$ cat src/rtl/mem_arbiter_if.sv
// Handshake bundle between the two request ports, the shared memory and the arbiter.
interface mem_arbiter_if #(
  parameter int REQ_W  = 72,
  parameter int RESP_W = 32
);
  logic              if_req_valid;
  logic              if_req_ready;
  logic [REQ_W-1:0]  if_req_data;
  logic              ex_req_valid;
  logic              ex_req_ready;
  logic [REQ_W-1:0]  ex_req_data;
  logic              mem_req_valid;
  logic              mem_req_ready;
  logic [REQ_W-1:0]  mem_req_data;
  logic              mem_resp_valid;
  logic              mem_resp_ready;
  logic [RESP_W-1:0] mem_resp_data;
  logic              if_resp_valid;
  logic              if_resp_ready;
  logic [RESP_W-1:0] if_resp_data;
  logic              ex_resp_valid;
  logic              ex_resp_ready;
  logic [RESP_W-1:0] ex_resp_data;

  modport master (
    input  if_req_valid, if_req_data, ex_req_valid, ex_req_data,
    input  mem_req_ready, mem_resp_valid, mem_resp_data,
    input  if_resp_ready, ex_resp_ready,
    output if_req_ready, ex_req_ready, mem_req_valid, mem_req_data,
    output mem_resp_ready, if_resp_valid, if_resp_data, ex_resp_valid, ex_resp_data
  );

  modport slave (
    output if_req_valid, if_req_data, ex_req_valid, ex_req_data,
    output mem_req_ready, mem_resp_valid, mem_resp_data,
    output if_resp_ready, ex_resp_ready,
    input  if_req_ready, ex_req_ready, mem_req_valid, mem_req_data,
    input  mem_resp_ready, if_resp_valid, if_resp_data, ex_resp_valid, ex_resp_data
  );
endinterface

$ cat src/rtl/mem_arbiter.sv
// Two-port (fetch/execute) round-robin memory arbiter with in-order response
// routing through an owner FIFO; flush marks fetch entries so their data is dropped.
module mem_arbiter #(
  parameter int REQ_W   = 72,
  parameter int RESP_W  = 32,
  parameter int MAX_OUT = 2
) (
  input  logic          clk,
  input  logic          rst,
  input  logic          flush,
  mem_arbiter_if.master bus,
  output logic          busy
);
  localparam int PW = (MAX_OUT > 1) ? $clog2(MAX_OUT) : 1;
  localparam int CW = $clog2(MAX_OUT + 1);
  localparam logic [CW-1:0] CNT_MAX  = CW'(MAX_OUT);
  localparam logic [PW-1:0] PTR_LAST = PW'(MAX_OUT - 1);

  typedef enum logic {SRC_IF = 1'b0, SRC_EX = 1'b1} src_e;

  logic [MAX_OUT-1:0] owner_q, owner_d, kill_q, kill_d;
  logic [PW-1:0]      wr_ptr_q, wr_ptr_d, rd_ptr_q, rd_ptr_d;
  logic [CW-1:0]      cnt_q, cnt_d;
  src_e               rr_q, rr_d, lock_src_q, lock_src_d;
  logic               lock_q, lock_d, busy_q;

  logic full_s, empty_s, if_elig_s, ex_elig_s, req_ok_s, push_s, pop_s;
  logic head_drop_s, live_s;
  src_e sel_s, head_owner_s;

  function automatic logic [PW-1:0] ptr_inc(input logic [PW-1:0] p);
    if (p == PTR_LAST) begin
      ptr_inc = PW'(0);
    end else begin
      ptr_inc = p + PW'(1);
    end
  endfunction

  // Request selection and combinational request path
  always_comb begin
    full_s    = (cnt_q == CNT_MAX);
    if_elig_s = bus.if_req_valid && !full_s;
    ex_elig_s = bus.ex_req_valid && !full_s;
    if (lock_q) begin
      sel_s = lock_src_q;
    end else if (if_elig_s && ex_elig_s) begin
      sel_s = rr_q;
    end else if (ex_elig_s) begin
      sel_s = SRC_EX;
    end else begin
      sel_s = SRC_IF;
    end
    req_ok_s          = rst && !full_s;
    bus.mem_req_valid = req_ok_s && ((sel_s == SRC_EX) ? bus.ex_req_valid : bus.if_req_valid);
    bus.mem_req_data  = (sel_s == SRC_EX) ? bus.ex_req_data : bus.if_req_data;
    bus.if_req_ready  = req_ok_s && (sel_s == SRC_IF) && bus.mem_req_ready;
    bus.ex_req_ready  = req_ok_s && (sel_s == SRC_EX) && bus.mem_req_ready;
    push_s            = bus.mem_req_valid && bus.mem_req_ready;
  end

  // Response routing from the owner FIFO head; a flush kills a fetch head in the same cycle
  always_comb begin
    empty_s           = (cnt_q == CW'(0));
    head_owner_s      = src_e'(owner_q[rd_ptr_q]);
    head_drop_s       = kill_q[rd_ptr_q] || (flush && (head_owner_s == SRC_IF));
    live_s            = rst && !empty_s && !head_drop_s;
    bus.if_resp_valid = live_s && (head_owner_s == SRC_IF) && bus.mem_resp_valid;
    bus.ex_resp_valid = live_s && (head_owner_s == SRC_EX) && bus.mem_resp_valid;
    bus.if_resp_data  = bus.mem_resp_data;
    bus.ex_resp_data  = bus.mem_resp_data;
    if (!rst || empty_s) begin
      bus.mem_resp_ready = 1'b0;
    end else if (head_drop_s) begin
      bus.mem_resp_ready = 1'b1;
    end else if (head_owner_s == SRC_EX) begin
      bus.mem_resp_ready = bus.ex_resp_ready;
    end else begin
      bus.mem_resp_ready = bus.if_resp_ready;
    end
    pop_s = bus.mem_resp_valid && bus.mem_resp_ready;
  end

  // Next-state for FIFO, counter, round-robin pointer and lock
  always_comb begin
    owner_d  = owner_q;
    kill_d   = kill_q | (flush ? ~owner_q : {MAX_OUT{1'b0}});
    wr_ptr_d = wr_ptr_q;
    rd_ptr_d = rd_ptr_q;
    if (push_s) begin
      owner_d[wr_ptr_q] = sel_s;
      kill_d[wr_ptr_q]  = flush && (sel_s == SRC_IF);
      wr_ptr_d          = ptr_inc(wr_ptr_q);
    end else begin
      wr_ptr_d = wr_ptr_q;
    end
    if (pop_s) begin
      rd_ptr_d = ptr_inc(rd_ptr_q);
    end else begin
      rd_ptr_d = rd_ptr_q;
    end
    case ({push_s, pop_s})
      2'b10:   cnt_d = cnt_q + CW'(1);
      2'b01:   cnt_d = cnt_q - CW'(1);
      default: cnt_d = cnt_q;
    endcase
    if (push_s) begin
      rr_d       = (sel_s == SRC_IF) ? SRC_EX : SRC_IF;
      lock_d     = 1'b0;
      lock_src_d = lock_src_q;
    end else if (bus.mem_req_valid) begin
      rr_d       = rr_q;
      lock_d     = 1'b1;
      lock_src_d = sel_s;
    end else begin
      rr_d       = rr_q;
      lock_d     = 1'b0;
      lock_src_d = lock_src_q;
    end
  end

  // State registers
  always_ff @(posedge clk or negedge rst) begin
    if (!rst) begin
      owner_q    <= {MAX_OUT{1'b0}};
      kill_q     <= {MAX_OUT{1'b0}};
      wr_ptr_q   <= PW'(0);
      rd_ptr_q   <= PW'(0);
      cnt_q      <= CW'(0);
      rr_q       <= SRC_EX;
      lock_q     <= 1'b0;
      lock_src_q <= SRC_IF;
      busy_q     <= 1'b0;
    end else begin
      owner_q    <= owner_d;
      kill_q     <= kill_d;
      wr_ptr_q   <= wr_ptr_d;
      rd_ptr_q   <= rd_ptr_d;
      cnt_q      <= cnt_d;
      rr_q       <= rr_d;
      lock_q     <= lock_d;
      lock_src_q <= lock_src_d;
      busy_q     <= (cnt_d != CW'(0));
    end
  end

  assign busy = busy_q;
endmodule

$ cat src/flat_wrapper.sv
// flat-port wrapper written by rule: the top's interface ports become plain ports
module mem_arbiter_flat 
#(
  parameter int REQ_W   = 72,
  parameter int RESP_W  = 32,
  parameter int MAX_OUT = 2
)
  (clk, rst, flush, busy, bus_if_req_valid, bus_if_req_data, bus_ex_req_valid, bus_ex_req_data, bus_mem_req_ready, bus_mem_resp_valid, bus_mem_resp_data, bus_if_resp_ready, bus_ex_resp_ready, bus_if_req_ready, bus_ex_req_ready, bus_mem_req_valid, bus_mem_req_data, bus_mem_resp_ready, bus_if_resp_valid, bus_if_resp_data, bus_ex_resp_valid, bus_ex_resp_data);
  mem_arbiter_if #(.REQ_W(REQ_W), .RESP_W(RESP_W)) bus_i ();
  input  logic clk;
  input  logic rst;
  input  logic flush;
  output logic busy;
  input wire logic [$bits(bus_i.if_req_valid)-1:0] bus_if_req_valid;
  input wire logic [$bits(bus_i.if_req_data)-1:0] bus_if_req_data;
  input wire logic [$bits(bus_i.ex_req_valid)-1:0] bus_ex_req_valid;
  input wire logic [$bits(bus_i.ex_req_data)-1:0] bus_ex_req_data;
  input wire logic [$bits(bus_i.mem_req_ready)-1:0] bus_mem_req_ready;
  input wire logic [$bits(bus_i.mem_resp_valid)-1:0] bus_mem_resp_valid;
  input wire logic [$bits(bus_i.mem_resp_data)-1:0] bus_mem_resp_data;
  input wire logic [$bits(bus_i.if_resp_ready)-1:0] bus_if_resp_ready;
  input wire logic [$bits(bus_i.ex_resp_ready)-1:0] bus_ex_resp_ready;
  output wire logic [$bits(bus_i.if_req_ready)-1:0] bus_if_req_ready;
  output wire logic [$bits(bus_i.ex_req_ready)-1:0] bus_ex_req_ready;
  output wire logic [$bits(bus_i.mem_req_valid)-1:0] bus_mem_req_valid;
  output wire logic [$bits(bus_i.mem_req_data)-1:0] bus_mem_req_data;
  output wire logic [$bits(bus_i.mem_resp_ready)-1:0] bus_mem_resp_ready;
  output wire logic [$bits(bus_i.if_resp_valid)-1:0] bus_if_resp_valid;
  output wire logic [$bits(bus_i.if_resp_data)-1:0] bus_if_resp_data;
  output wire logic [$bits(bus_i.ex_resp_valid)-1:0] bus_ex_resp_valid;
  output wire logic [$bits(bus_i.ex_resp_data)-1:0] bus_ex_resp_data;
  assign bus_i.if_req_valid = bus_if_req_valid;
  assign bus_i.if_req_data = bus_if_req_data;
  assign bus_i.ex_req_valid = bus_ex_req_valid;
  assign bus_i.ex_req_data = bus_ex_req_data;
  assign bus_i.mem_req_ready = bus_mem_req_ready;
  assign bus_i.mem_resp_valid = bus_mem_resp_valid;
  assign bus_i.mem_resp_data = bus_mem_resp_data;
  assign bus_i.if_resp_ready = bus_if_resp_ready;
  assign bus_i.ex_resp_ready = bus_ex_resp_ready;
  assign bus_if_req_ready = bus_i.if_req_ready;
  assign bus_ex_req_ready = bus_i.ex_req_ready;
  assign bus_mem_req_valid = bus_i.mem_req_valid;
  assign bus_mem_req_data = bus_i.mem_req_data;
  assign bus_mem_resp_ready = bus_i.mem_resp_ready;
  assign bus_if_resp_valid = bus_i.if_resp_valid;
  assign bus_if_resp_data = bus_i.if_resp_data;
  assign bus_ex_resp_valid = bus_i.ex_resp_valid;
  assign bus_ex_resp_data = bus_i.ex_resp_data;
  mem_arbiter #(.REQ_W(REQ_W), .RESP_W(RESP_W), .MAX_OUT(MAX_OUT)) u_core (.clk(clk), .rst(rst), .flush(flush), .bus(bus_i), .busy(busy));
endmodule
$ cat config.mk
export PLATFORM = sky130hd
export DESIGN_NAME = mem_arbiter_flat
export DESIGN_NICKNAME = d
export VERILOG_FILES = /design/src/rtl/mem_arbiter_if.sv /design/src/rtl/mem_arbiter.sv /design/src/flat_wrapper.sv
export SDC_FILE = /design/constraint.sdc
export NUM_CORES = 1
export LEC_CHECK = 0
export CELL_PAD_IN_SITES_DETAIL_PLACEMENT = 1
export CELL_PAD_IN_SITES_GLOBAL_PLACEMENT = 1
export CORE_ASPECT_RATIO = 1.2
export CORE_MARGIN = 8
export CORE_UTILIZATION = 14
export CTS_BUF_LIST = sky130_fd_sc_hd__clkbuf_8 sky130_fd_sc_hd__clkbuf_16
export DETAILED_ROUTE_END_ITERATION = 12
export PLACE_DENSITY = 0.86
export SETUP_SLACK_MARGIN = 0.1
export SYNTH_ARGS = -nofsm -noshare
export SYNTH_HDL_FRONTEND = slang
export SYNTH_SLANG_ARGS = --single-unit
$ cat constraint.sdc
create_clock -name clk -period 2.83 [get_ports clk]
set_clock_uncertainty 0.1 [all_clocks]
set_input_delay 0.7075 -clock clk [delete_from_list [all_inputs] [get_ports clk]]
set_output_delay 0.7075 -clock clk [all_outputs]
set_load 0.005 [all_outputs]
* After elaboration in Yosys (flattened, before gate mapping) *
Index checks and enable logic that the tools add are counted.

storage, ports and cells
  flip-flop bits (word level) = 12
  bits in writable memories = 0
  word-level logic and storage cells = 77
  memories = 0
  ROM bits = 0
  bits in latches = 0
  bits of input ports = 185

cells by class
  eq/ne operators = 3
  add/subtract/negate cells = 4
  shift-type cells = 0
  order comparisons = 3
  multipliers = 0
  divide/modulo/power cells = 0
  mux-type cells = 24
  bitwise operators = 5
  reduce and logical (&&, ||, !) cells = 29

operator list
  kind                                                         count
  two-way mux 72 bit                                           1
  logical AND 1 bit                                            20
  two-way mux 1 bit                                            17
  bitwise mux 2 bit                                            2
  == test 2 bit (second input constant)                        2
  zero test 1 bit                                              4
  less-than comparator 1 x 2 -> 1 bit (second input constant)  2
  two-way mux 2 bit                                            2
  case mux 2 bit (2 select lines)                              1
  inverter 1 bit                                               3
  adder 1 bit (second input constant)                          2
  adder 2 x 1 -> 2 bit (second input constant)                 1
  == test 2 x 1 -> 1 bit (second input constant)               1
  zero test 2 bit                                              1
  logical OR 1 bit                                             2
  inverter 2 bit                                               1
  bitwise OR 2 bit                                             1
  AND reduction 2 bit                                          1
  nonzero test 2 bit                                           1
  subtractor 2 x 1 -> 2 bit (second input constant)            1
  demux 1 bit (select 1 bit)                                   1
  >= comparator 1 bit (second input constant)                  1

* Logic depth before layout (Yosys ltp) *
Gate-level depths: netlist of the first run.

  word-level depth = 12
  depth in mapped cells = 9

* Least setup slack after synthesis of the first run *
Ideal clock, no wire load.

  path kind = input to output
  from = input port bus_if_req_valid
  to = output port bus_mem_req_data[10]
  path slack = 264 ps
  cell stages on the path = 6
  data required time = 2023 ps
  arrival = 1759 ps
  cell sequence = inv_1 o2111ai_1 nand2_2 buf_6 buf_4 mux2_2

between the ends
  word-level cells in the longest chain between the ends = 5

ends and longest elaborated chain
  item                RTL line            RTL
  start, declared     flat_wrapper.sv:14  input wire logic [$bits(bus_i.if_req_valid)-1:0] bus_if_req_valid;
  logical AND 1 bit   mem_arbiter.sv:42   if_elig_s = bus.if_req_valid && !full_s;
  logical AND 1 bit   mem_arbiter.sv:46   end else if (if_elig_s && ex_elig_s) begin
  two-way mux 1 bit   mem_arbiter.sv:46
  two-way mux 1 bit   mem_arbiter.sv:44   if (lock_q) begin
  two-way mux 72 bit  mem_arbiter.sv:55   bus.mem_req_data = (sel_s == SRC_EX) ? bus.ex_req_data : bus.if_req_data;
  end, declared       flat_wrapper.sv:26  output wire logic [$bits(bus_i.mem_req_data)-1:0] bus_mem_req_data;

Every way passes these cells.

* Worst setup path after layout of the first run *
  from = input port bus_if_req_valid
  to = output port bus_mem_req_data[30]

The elaborated chain is that of the path after synthesis.

==> results.md, run 1 <==
- Async set or reset register ratio after synthesis: 100%
- Placed Cells: 570
- Critical Path RT: 2.02 ns
- Wire per inst: 24.6 µm
- Synth Area in XOR/XNOR: 1.70%
- Hold path endpoint: u_core.kill_q[1]
- Cells after synthesis: 213
- Clock transition at path regs: 0.04 ns
- Cts hold-fix bufs: 0
- Setup TNS: -0.134 ns
- CTS root buffer: clkbuf_16
- Final Instance Count excl. Fillers: 599
- Core box area: 14,400 µm²
- Final hold vios: 0
- # fillers: 1,612
- Clk pwr share: 9.2%
- Multiplexer share of the synthesized area: 41.6%
- Top cells by area, synth: mux2_2 40%, buf_4 25%, dfrtp_1 13%
- RR Startpoint: u_core.rd_ptr_q
- Gr ovfl total: 0
- Vias per Instance: 4.11
- Sequential share of power: 10.9%
- Multi-input logic area: 1470 µm²
- First DRT Iteration DRCs: 46
- Max-Cap Viols: 0
- Status: complete, but fails checks
- Antenna Nets Post-Route: 0
- Leading register cell type out of synthesis: dfrtp_1
- Final Cycle Share: 101%
- Vias in the first global route: 3,033
- P_int: 1.92 mW
- Worst setup SP type: input pin
- IR drop worst, VDD: 202 µV
- Cells on worst reg2reg path: 8
- Adder-Cell Fraction of Synth Area: 0.608%
- Final setup fails: 9
- FF+latch area: 302 µm²
- Number of CTS-inserted buffers: 3
- Vias: 2,459
- Most common cell after layout, fill and taps aside: clkdlybuf4s50_1
- Most frequent cells in the layout: 149 x clkdlybuf4s50_1, 71 x buf_6, 58 x mux2_4, 23 x buf_4, 16 x mux2_2
- Worst min-delay path category: reg -> reg
- Starting Density: 14.3%
- Worst slew pin tran: 0.347 ns
- Clk buf depth: 2
- Hold Crit Depth: 2
- Simple-gate share of the synthesized area: 6.99%
- P_leak: 2.22 nW
- Fmax: 0.351 GHz
- Register area share after synthesis: 14.7%
- R2R Setup Slk: 0.43 ns
- Reg2reg end: u_core.busy
- Worst-skew pair later-pin latency: 0.25 ns
- Hpwl dp: 11,600 µm
- Crit path DAT: 2.04 ns
- Worst hold slack: 0.434 ns
- Violated checks: setup timing
- Die area: 18,900 µm²
- Largest net degree at the start of global routing: 13
- First-pass GRT wire length: 20,400 µm
- Hold Crit Start: u_core.kill_q[1]
- DRC: 0
- Sw Ratio: 33.2%
- Area Overhead vs Synth: 143%
- CTS sink cnt: 12
- Post-Synthesis Cell Area: 2060 µm²
- I/O pin total: 328
- Post-synthesis compound-gate area fraction: 7.42%
- Kind of critical path: in -> out
- Die height: 149 µm
- Crit Path Max Fanout: 7
- P per Cell Area: 572 nW/µm²
- Gate power share: 79.9%
- Min cycle time layout: 2.85 ns
- TritonCTS clock tree: yes
- Post-synth EDFFs: 0
- All-layer global routing usage: 14.6%
- Syn avg cell area: 9.66 µm²
- RSZ-0062 raised after global routing: true
- Placer Congestion: 0.842
- P_sw: 0.952 mW
- Post-Route WL: 14,700 µm
- Yosys reg bits: 12
- Port Buffers: 231
- Ant. Diodes: 0
- DRT Pass-1 Iters: 4
- Worst setup EP type: output pin
- Main combinational cell family by area after synthesis: multiplexers
- Initial antenna violation count: 0
- Final Cell Area: 5010 µm²
- Nets: 611
- Cell area after placement: 4260 µm²
- Worst rel slew slack: 76.2%
- H-tree depth: 1
- Die width: 127 µm
- # rows: 48
- Distinct cells, synth: 37
- Pins Over Slew Limit: 0
- Share of post-route cells with drive strength above 1: 50.5%
- Count of warnings emitted by yosys: 0
- Share of the synthesized area in the top cell type: 39.9%
- Final worst setup slack: -0.0198 ns
- Yosys top cell by area: mux2_2
- Syn nets: 399
-- per-layer routing --
metal  track usage [%]  up-vias  wire, µm
met3              6.37       20      1540
met4              4.17        0       266
met2              28.2      172      8070
li1                  -     1104         -
met5                 0        -         0
met1              13.4     1163      4860
-- power groups by stage --
stage	combinational [mW]	clock [mW]	sequential, mW
final	2.29	0.265	0.312
after CTS	2.40	0.271	0.308
after global placement	1.62	0	0.298
after global routing	2.42	0.281	0.319
after detailed placement	1.67	0	0.303
after floorplan	0.767	0	0.300
-- per-stage QoR --
stage / total power, mW / worst slack [ns] / utilization (%)
6_report: 2.87 / -0.0198 / 34.8
5_1_grt: 3.02 / -0.0621 / 34.8
4_1_cts: 2.98 / -0.0809 / 35.0
3_5_place_dp: 1.97 / -0.767 / 29.5
3_3_place_gp: 1.92 / -0.710 / 29.5
2_1_floorplan: 1.07 / 0.264 / -
-- critical path: stages --
cell and delay, ns:
buf_8 0.08, inv_6 0.03, o2111ai_4 0.24, nand2_4 0.15, buf_8 0.16, buf_12 0.13, buf_16 0.13, mux2_4 0.30
buf_6 0.12
-- cell type report --
cell class	count	area share [%]
clock buffer	3	1.50
clock inverter	1	0.0749
inverter	5	0.474
multi-input combinational	124	29.3
sequential	12	6.02
tap	175	4.37
timing repair buffer	279	58.3
-- state kept, by name, indices dropped and copies added, names as in the netlist --
name and count:
u_core.lock_q 1, u_core.owner_q 2, u_core.wr_ptr_q 1, u_core.kill_q 2, u_core.lock_src_q 1, u_core.cnt_q 2, u_core.rd_ptr_q 1, u_core.rr_q 1
u_core.busy 1
-- cells in the mapped netlist (2+ instances only) --
| master | n |
|---|---|
| nor2_1 | 7 |
| nor2b_1 | 3 |
| mux2_2 | 73 |
| nor3_1 | 2 |
| a21oi_1 | 2 |
| inv_1 | 5 |
| o21ai_0 | 6 |
| mux2i_1 | 2 |
| dfrtp_1 | 11 |
| buf_4 | 68 |
| xor2_1 | 2 |
| buf_2 | 3 |
| nand2_1 | 4 |
| xnor2_1 | 2 |
-- cells by family after synthesis --
| family | after synthesis |
|---|---|
| buf+inv | 77 |
| mux | 76 |
| simple gates | 24 |
| compound gates | 19 |
| flops | 12 |
| xor+xnor | 4 |
| fa+ha+maj | 1 |
-- how the worst max path moves through the flow --
stage                                start                    to  cells after the start
after floorplan           bus_if_req_valid  bus_mem_req_data[10]                      6
final                     bus_if_req_valid  bus_mem_req_data[30]                      9
after global routing      bus_if_req_valid  bus_mem_req_data[21]                      9
after global placement    bus_if_req_valid  bus_mem_req_data[67]                      7
after CTS                 bus_if_req_valid  bus_mem_req_data[60]                     10
after detailed placement  bus_if_req_valid  bus_mem_req_data[67]                      7
-- timing repair --
action                                  4_1_cts  5_1_grt
endpoints found under the setup margin       79       74
cloned                                       10        0
buffers inserted                             24        3
pin swaps                                     3        2
gates resized for setup                     428       41
No activity file was read; power rests on OpenSTA's default activity.
==> run 2, diff against run 1 <==
Settings changed: CORE_AREA set to 8 8 123 125, CORE_ASPECT_RATIO 1.2 to not set, CORE_MARGIN 8 to not set, CORE_UTILIZATION 14 to not set, DIE_AREA set to 0 0 131 133, DONT_BUFFER_PORTS set to 1, PLACE_DENSITY 0.86 to 0.41, REMOVE_ABC_BUFFERS set to 1.
==> run 2 against run 1 <==
Net effect: the flow now finishes without violations; routed wire length down 24%; power down 49%; sequential share of layout area up 9.7 points; sequential power up 3%; critical endpoint is now bus_mem_req_data[58]; highest routed layer is now met5.
==> results.md, run 2 (same netlist as run 1, synthesis figures left out) <==
- Status: completed
- CP max stage delay: 0.44 ns (+0.14 ns)
- Critical Path RT: 2.02 ns (about the same)
- CTS root buffer: clkbuf_16
- TritonCTS clock tree: yes
- Min cycle time layout: 2.65 ns (-0.198 ns)
- I/O pin total: 328 (unchanged)
- Slowest CP cell: mux2_2
- Final core utilization: 14.7% (-20 points)
- First-pass GRT wire length: 14,400 µm (-29%)
- Nets: 337 (-45%)
- Die height: 133 µm (-11%)
- Worst-skew pair later-pin latency: 0.24 ns (about the same)
- Wire per inst: 34.3 µm (+39%)
- DRT Pass-1 Iters: 3 (-1)
- # fillers: 1,519 (-5.8%)
- Clock transition at path regs: 0.04 ns (about the same)
- CTS sink cnt: 12 (unchanged)
- R2R Setup Slk: 0.52 ns (+0.09 ns)
- Die width: 131 µm (+3.4%)
- Kind of critical path: reg -> out
- Post-Route WL: 11,200 µm (-24%)
- First DRT Iteration DRCs: 52 (+13%)
- Worst rel slew slack: 76.2% (about the same)
- Vias in the first global route: 1,643 (-46%)
- Number of CTS-inserted buffers: 3 (unchanged)
- Starting Density: 15.7% (+1.5 points)
- GR Util met3: 11.0% (+4.6 points)
- Largest regs: u_core.cnt_q: 2 flops, u_core.kill_q: 2 flops, u_core.owner_q: 2 flops
- Final Cycle Share: 93.7% (-7.0 points)
- Antenna Nets Post-Route: 0 (unchanged)
- Most frequent cells in the layout: 73 x mux2_2, 10 x dfrtp_1, 7 x nor2_1, 6 x inv_1, 6 x o21ai_0
- Placed Cells: 321 (-44%)
- P_leak: 0.674 nW (-70%)
- Final setup fails: 0 (-9)
- Die area: 17,400 µm² (-7.6%)
- Cells on worst reg2reg path: 8 (unchanged)
- P per Cell Area: 768 nW/µm² (+34%)
- RR Startpoint: u_core.rd_ptr_q
- H-tree depth: 1 (unchanged)
- Share of post-route cells with drive strength above 1: 61.3% (+11 points)
- Vias per Instance: 4.34 (+5.8%)
- Hpwl dp: 9930 µm (-15%)
- Crit Path Max Fanout: 28 (+21)
- Most common cell after layout, fill and taps aside: mux2_2
- Gr ovfl total: 0 (unchanged)
- Crit path DAT: 1.84 ns (-0.20 ns)
- Worst slew pin tran: 0.353 ns (+0.00600 ns)
- Pins Over Slew Limit: 0 (unchanged)
- All-layer global routing usage: 11.6% (-2.9 points)
- Ant. Diodes: 0 (unchanged)
- Largest net degree at the start of global routing: 49 (+36)
- Area Overhead vs Synth: -6.69%
- Worst min-delay path category: in -> async
- GRT busiest layer: met2
- IR drop worst, VDD: 213 µV (+5.3%)
- Final Instance Count excl. Fillers: 326 (-46%)
- Worst setup EP type: output pin
- Cts hold-fix bufs: 0 (unchanged)
- # rows: 42 (-13%)
- Cell chain of the critical path: nand2b_4 > o2111ai_2 > nand2_4 > buf_12 > mux2_2
- Port Buffers: 0 (-100%)
- M1 GR Usage: 13.7% (+0.25 points)
- RSZ-0062 raised after global routing: true
- Core box area: 13,100 µm² (-9.2%)
- Initial antenna violation count: 1 (+1)
- Max-Cap Viols: 0 (unchanged)
- Fmax: 0.377 GHz (+7.5%)
- Clk buf depth: 2 (unchanged)
- Worst setup SP type: flip-flop
- Met2 Usage GRT: 14.8% (-13 points)
- Vias: 1,416 (-42%)
- Final hold vios: 0 (unchanged)
- DRC: 0 (unchanged)
- Placer Congestion: 0.749 (-11%)
- Reg2reg end: u_core.busy
==> run 2: worst max path at each step <==
stage                     start              endpoint  slack [ns]  cells after the start
2_1_floorplan  bus_if_req_valid   bus_mem_req_data[0]       -0.35                      4
3_3_place_gp   bus_if_req_valid  bus_mem_req_data[42]        0.23                      5
3_5_place_dp   bus_if_req_valid  bus_mem_req_data[66]        0.20                      5
4_1_cts         u_core.cnt_q[0]  bus_mem_req_data[66]         0.1                      5
5_1_grt         u_core.cnt_q[0]  bus_mem_req_data[58]        0.09                      5
6_report        u_core.cnt_q[0]  bus_mem_req_data[58]        0.18                      5
==> run 2: where the power goes <==
group          switching, mW  internal [mW]
clock                 0.0712          0.186
combinational          0.434          0.462
sequential            0.0739          0.248
==> run 2: routing by layer <==
layer / up-vias / routed length, µm
met3: 13 / 2140
met1: 656 / 4430
met4: 4 / 59
li1: 554 / -
met2: 189 / 4480
met5: - / 66
==> run 2: repair_timing <==
action                                  CTS  global route
gates resized for setup                   1             2
pin swaps                                 0             1
cloned                                    0             1
endpoints found under the setup margin    5            72
buffers inserted                          0             0
==> run 2: through the flow <==
| stage | TNS, ns | setup slack (ns) | total power [mW] | area, µm² | hold slack, ns |
|---|---|---|---|---|---|
| 5_1_grt | 0 | 0.0938 | 1.58 | 1920 | 0.0515 |
| 6_report | 0 | 0.179 | 1.47 | 1920 | 0.0628 |
| 3_3_place_gp | 0 | 0.226 | 1.18 | 1800 | 0.312 |
| 3_5_place_dp | 0 | 0.198 | 1.19 | 1800 | 0.313 |
| 4_1_cts | 0 | 0.0996 | 1.47 | 1890 | 0.0588 |
| 2_1_floorplan | -25.38 | -0.351 | 0.959 | 1520 | 0.312 |
==> run 2: layout make-up <==
cell class              count  area (µm²)  area share (%)
clock buffers               3        75.1            3.91
clock inverters             1        3.75           0.195
inverters                   5        18.8           0.977
multi-input cells         124        1210            63.1
flip-flops and latches     12         303            15.8
well taps                 176         220            11.5
repair buffers              5        87.6            4.56
==> run 2: critical path, delay by kind of cell (launching register included) <==
kind,cells,cell delay [ns]
AO/OA/AOI/OAI,1,0.17
buffers and inverters,1,0.19
flip-flops,1,0.41
multiplexers,1,0.44
AND/OR/NAND/NOR,2,0.36
==> run 3, diff against run 2 <==
Settings changed: CORE_AREA 8 8 123 125 to 3 3 125 127, DIE_AREA 0 0 131 133 to 0 0 128 130, PLACE_DENSITY 0.41 to 0.38.
==> run 3 against run 2 <==
Net effect: register-to-register slack got worse by 0.07 ns; utilization fell by 1.4 points; via count did not move; flip-flop and latch count did not move; hold slack got worse by 0.0043 ns; final cell count rose by 2.5%; power rose by 1.4%; routed wire length fell by 10%; sequential power fell by 4%; critical path type unchanged; sequential share of layout area fell by 0.15 points; critical path depth did not move; setup slack improved by 0.047 ns.
==> results.md, run 3 (same netlist as run 1, synthesis figures left out) <==
- Vias per Instance: 4.24 (-2.4%)
- Die width: 128 µm (-2.3%)
- Worst setup SP type: flip-flop
- Kind of critical path: reg -> out
- Vias: 1,416 (unchanged)
- Cells on worst reg2reg path: 9 (+1)
- Slowest CP cell: dfrtp_1
- Sequential share of power: 20.6% (-1.2 points)
- Fmax: 0.384 GHz (+1.8%)
- Die area: 16,600 µm² (-4.5%)
- Reg2reg end: u_core.busy
- RSZ-0062 raised after global routing: false
- Gr ovfl total: 0 (unchanged)
- Area Overhead vs Synth: -6.20%
- First-pass GRT wire length: 12,100 µm (-16%)
- All-layer global routing usage: 10.3% (-1.3 points)
- P_int: 0.919 mW (+2.5%)
- Max-Cap Viols: 0 (unchanged)
- H-tree depth: 1 (unchanged)
- Starting Density: 14.2% (-1.6 points)
- FF+latch area: 302 µm² (-0.41%)
- Share of post-route cells with drive strength above 1: 61.3% (unchanged)
- Critical Path RT: 2.02 ns (about the same)
- Largest net degree at the start of global routing: 57 (+16%)
- RR Startpoint: u_core.rd_ptr_q
- Die height: 130 µm (-2.3%)
- Crit. Startpoint: u_core.cnt_q[1]
- Final Cycle Share: 92.0% (-1.6 points)
- Worst slew pin tran: 0.344 ns (-0.00952 ns)
- Worst min-delay path category: in -> async
- First DRT Iteration DRCs: 29 (-44%)
- Placed Cells: 329 (+2.5%)
- P per Cell Area: 774 nW/µm² (+0.84%)
- Cts hold-fix bufs: 0 (unchanged)
- # rows: 44 (+4.8%)
- Min cycle time layout: 2.60 ns (-0.0467 ns)
- Largest regs: u_core.cnt_q: 2 flops, u_core.kill_q: 2 flops, u_core.owner_q: 2 flops
- Cell area after placement: 1800 µm² (-0.14%)
- Final Instance Count excl. Fillers: 334 (+2.5%)
- R2R Setup Slk: 0.45 ns (-0.07 ns)
- TritonCTS clock tree: yes
- Worst setup EP type: output pin
- Final setup fails: 0 (unchanged)
- CP max stage delay: 0.43 ns (about the same)
- I/O pin total: 328 (unchanged)
- Gate power share: 59.9% (-0.8 points)
- Most frequent cells in the layout: 73 x mux2_2, 11 x dfrtp_1, 7 x nor2_1, 6 x o21ai_0, 5 x inv_1
- Clk buf depth: 2 (unchanged)
- Worst-skew pair later-pin latency: 0.24 ns (about the same)
- Clock transition at path regs: 0.05 ns (about the same)
- P_sw: 0.576 mW (-0.42%)
- CTS root buffer: clkbuf_16
- Core box area: 14,500 µm² (+11%)
- Nets: 337 (unchanged)
- Worst hold slack: 0.0585 ns (-0.00434 ns)
- Most common cell after layout, fill and taps aside: mux2_2
- Sw Ratio: 38.6% (-0.69 points)
- CTS sink cnt: 12 (unchanged)
- Pins Over Slew Limit: 0 (unchanged)
- Number of CTS-inserted buffers: 3 (unchanged)
- Hpwl dp: 8600 µm (-13%)
- Final hold vios: 0 (unchanged)
- Vias in the first global route: 1,524 (-7.2%)
- Antenna Nets Post-Route: 0 (unchanged)
- Crit path DAT: 1.80 ns (-0.04 ns)
- # fillers: 1,710 (+13%)
- Placer Congestion: 0.788 (+5.2%)
- Final Cell Area: 1930 µm² (+0.52%)
- Crit Path Max Fanout: 28 (unchanged)
- Post-Route WL: 10,000 µm (-10%)
- P_leak: 0.674 nW (about the same)
- DRT Pass-1 Iters: 3 (unchanged)
- Crit path to: bus_mem_req_data[41]
- Worst rel slew slack: 76.4% (+0.19 points)
- Status: completed
- Initial antenna violation count: 2 (+1)
- IR drop worst, VDD: 240 µV (+13%)
- Ant. Diodes: 0 (unchanged)
- Multi-input logic area: 1210 µm² (unchanged)
- Port Buffers: 0 (unchanged)
- DRC: 0 (unchanged)
- Clk pwr share: 19.5% (+2.1 points)
- Wire per inst: 30.0 µm (-12%)
- Cell chain of the critical path: nand2b_4 > o2111ai_2 > nand2_4 > clkbuf_16 > mux2_2
## run 3: power by group through the flow
stage	logic [mW]	registers, mW	clock network, mW
floorplan	0.659	0.300	0
global placement	0.851	0.313	0
finish	0.895	0.308	0.292
global route	0.975	0.323	0.310
CTS	0.878	0.310	0.300
detailed placement	0.865	0.311	0
## run 3: cell type report
cell class | instances | area share [%]
multi-input cells | 124 | 62.8
flip-flops and latches | 12 | 15.6
well taps | 184 | 11.9
clock buffers | 4 | 4.60
repair buffers | 5 | 4.08
inverters | 5 | 0.972
## run 3: worst max-delay path, delay by kind of cell, from the launching register on
family,cells,cell delay [ns]
simple gates,2,0.31
compound gates,1,0.17
flops,1,0.43
buf+inv,1,0.24
mux,1,0.39
## run 3: per-stage QoR
step / utilization [%] / setup WS (ns) / power [mW] / setup TNS (ns)
finish: 13.3 / 0.225 / 1.49 / 0
global placement: 12.4 / 0.173 / 1.16 / 0
global route: 13.3 / 0.123 / 1.61 / 0
detailed placement: 12.4 / 0.137 / 1.18 / 0
CTS: 13.0 / 0.0921 / 1.49 / 0
floorplan: - / -0.351 / 0.959 / -25.38
## run 3: worst min-delay path by stage
| stage | from | to | slack [ns] |
|---|---|---|---|
| final | rst | u_core.busy | 0.06 |
| after global routing | rst | u_core.busy | 0.05 |
| after CTS | rst | u_core.rd_ptr_q | 0.05 |
| after detailed placement | rst | u_core.kill_q[0] | 0.31 |
| after global placement | rst | u_core.kill_q[0] | 0.31 |
| after floorplan | rst | u_core.busy | 0.31 |
## run 3: timing repair
item | 4_1_cts | 5_1_grt
setup endpoints to repair | 5 | 72
resized for setup | 1 | 2
gates cloned | 0 | 1
hold endpoints to repair | 0 | 0
setup buffers | 0 | 0
pin swaps | 0 | 1
## run 3: per-layer routing
layer / vias up / share of wire, % / GRT usage, %
met5: - / 0.68 / 1.76
met4: 6 / 0.34 / 1.12
met3: 10 / 18 / 8.64
met2: 196 / 44 / 14.7
met1: 642 / 37 / 12.2
li1: 562 / - / -
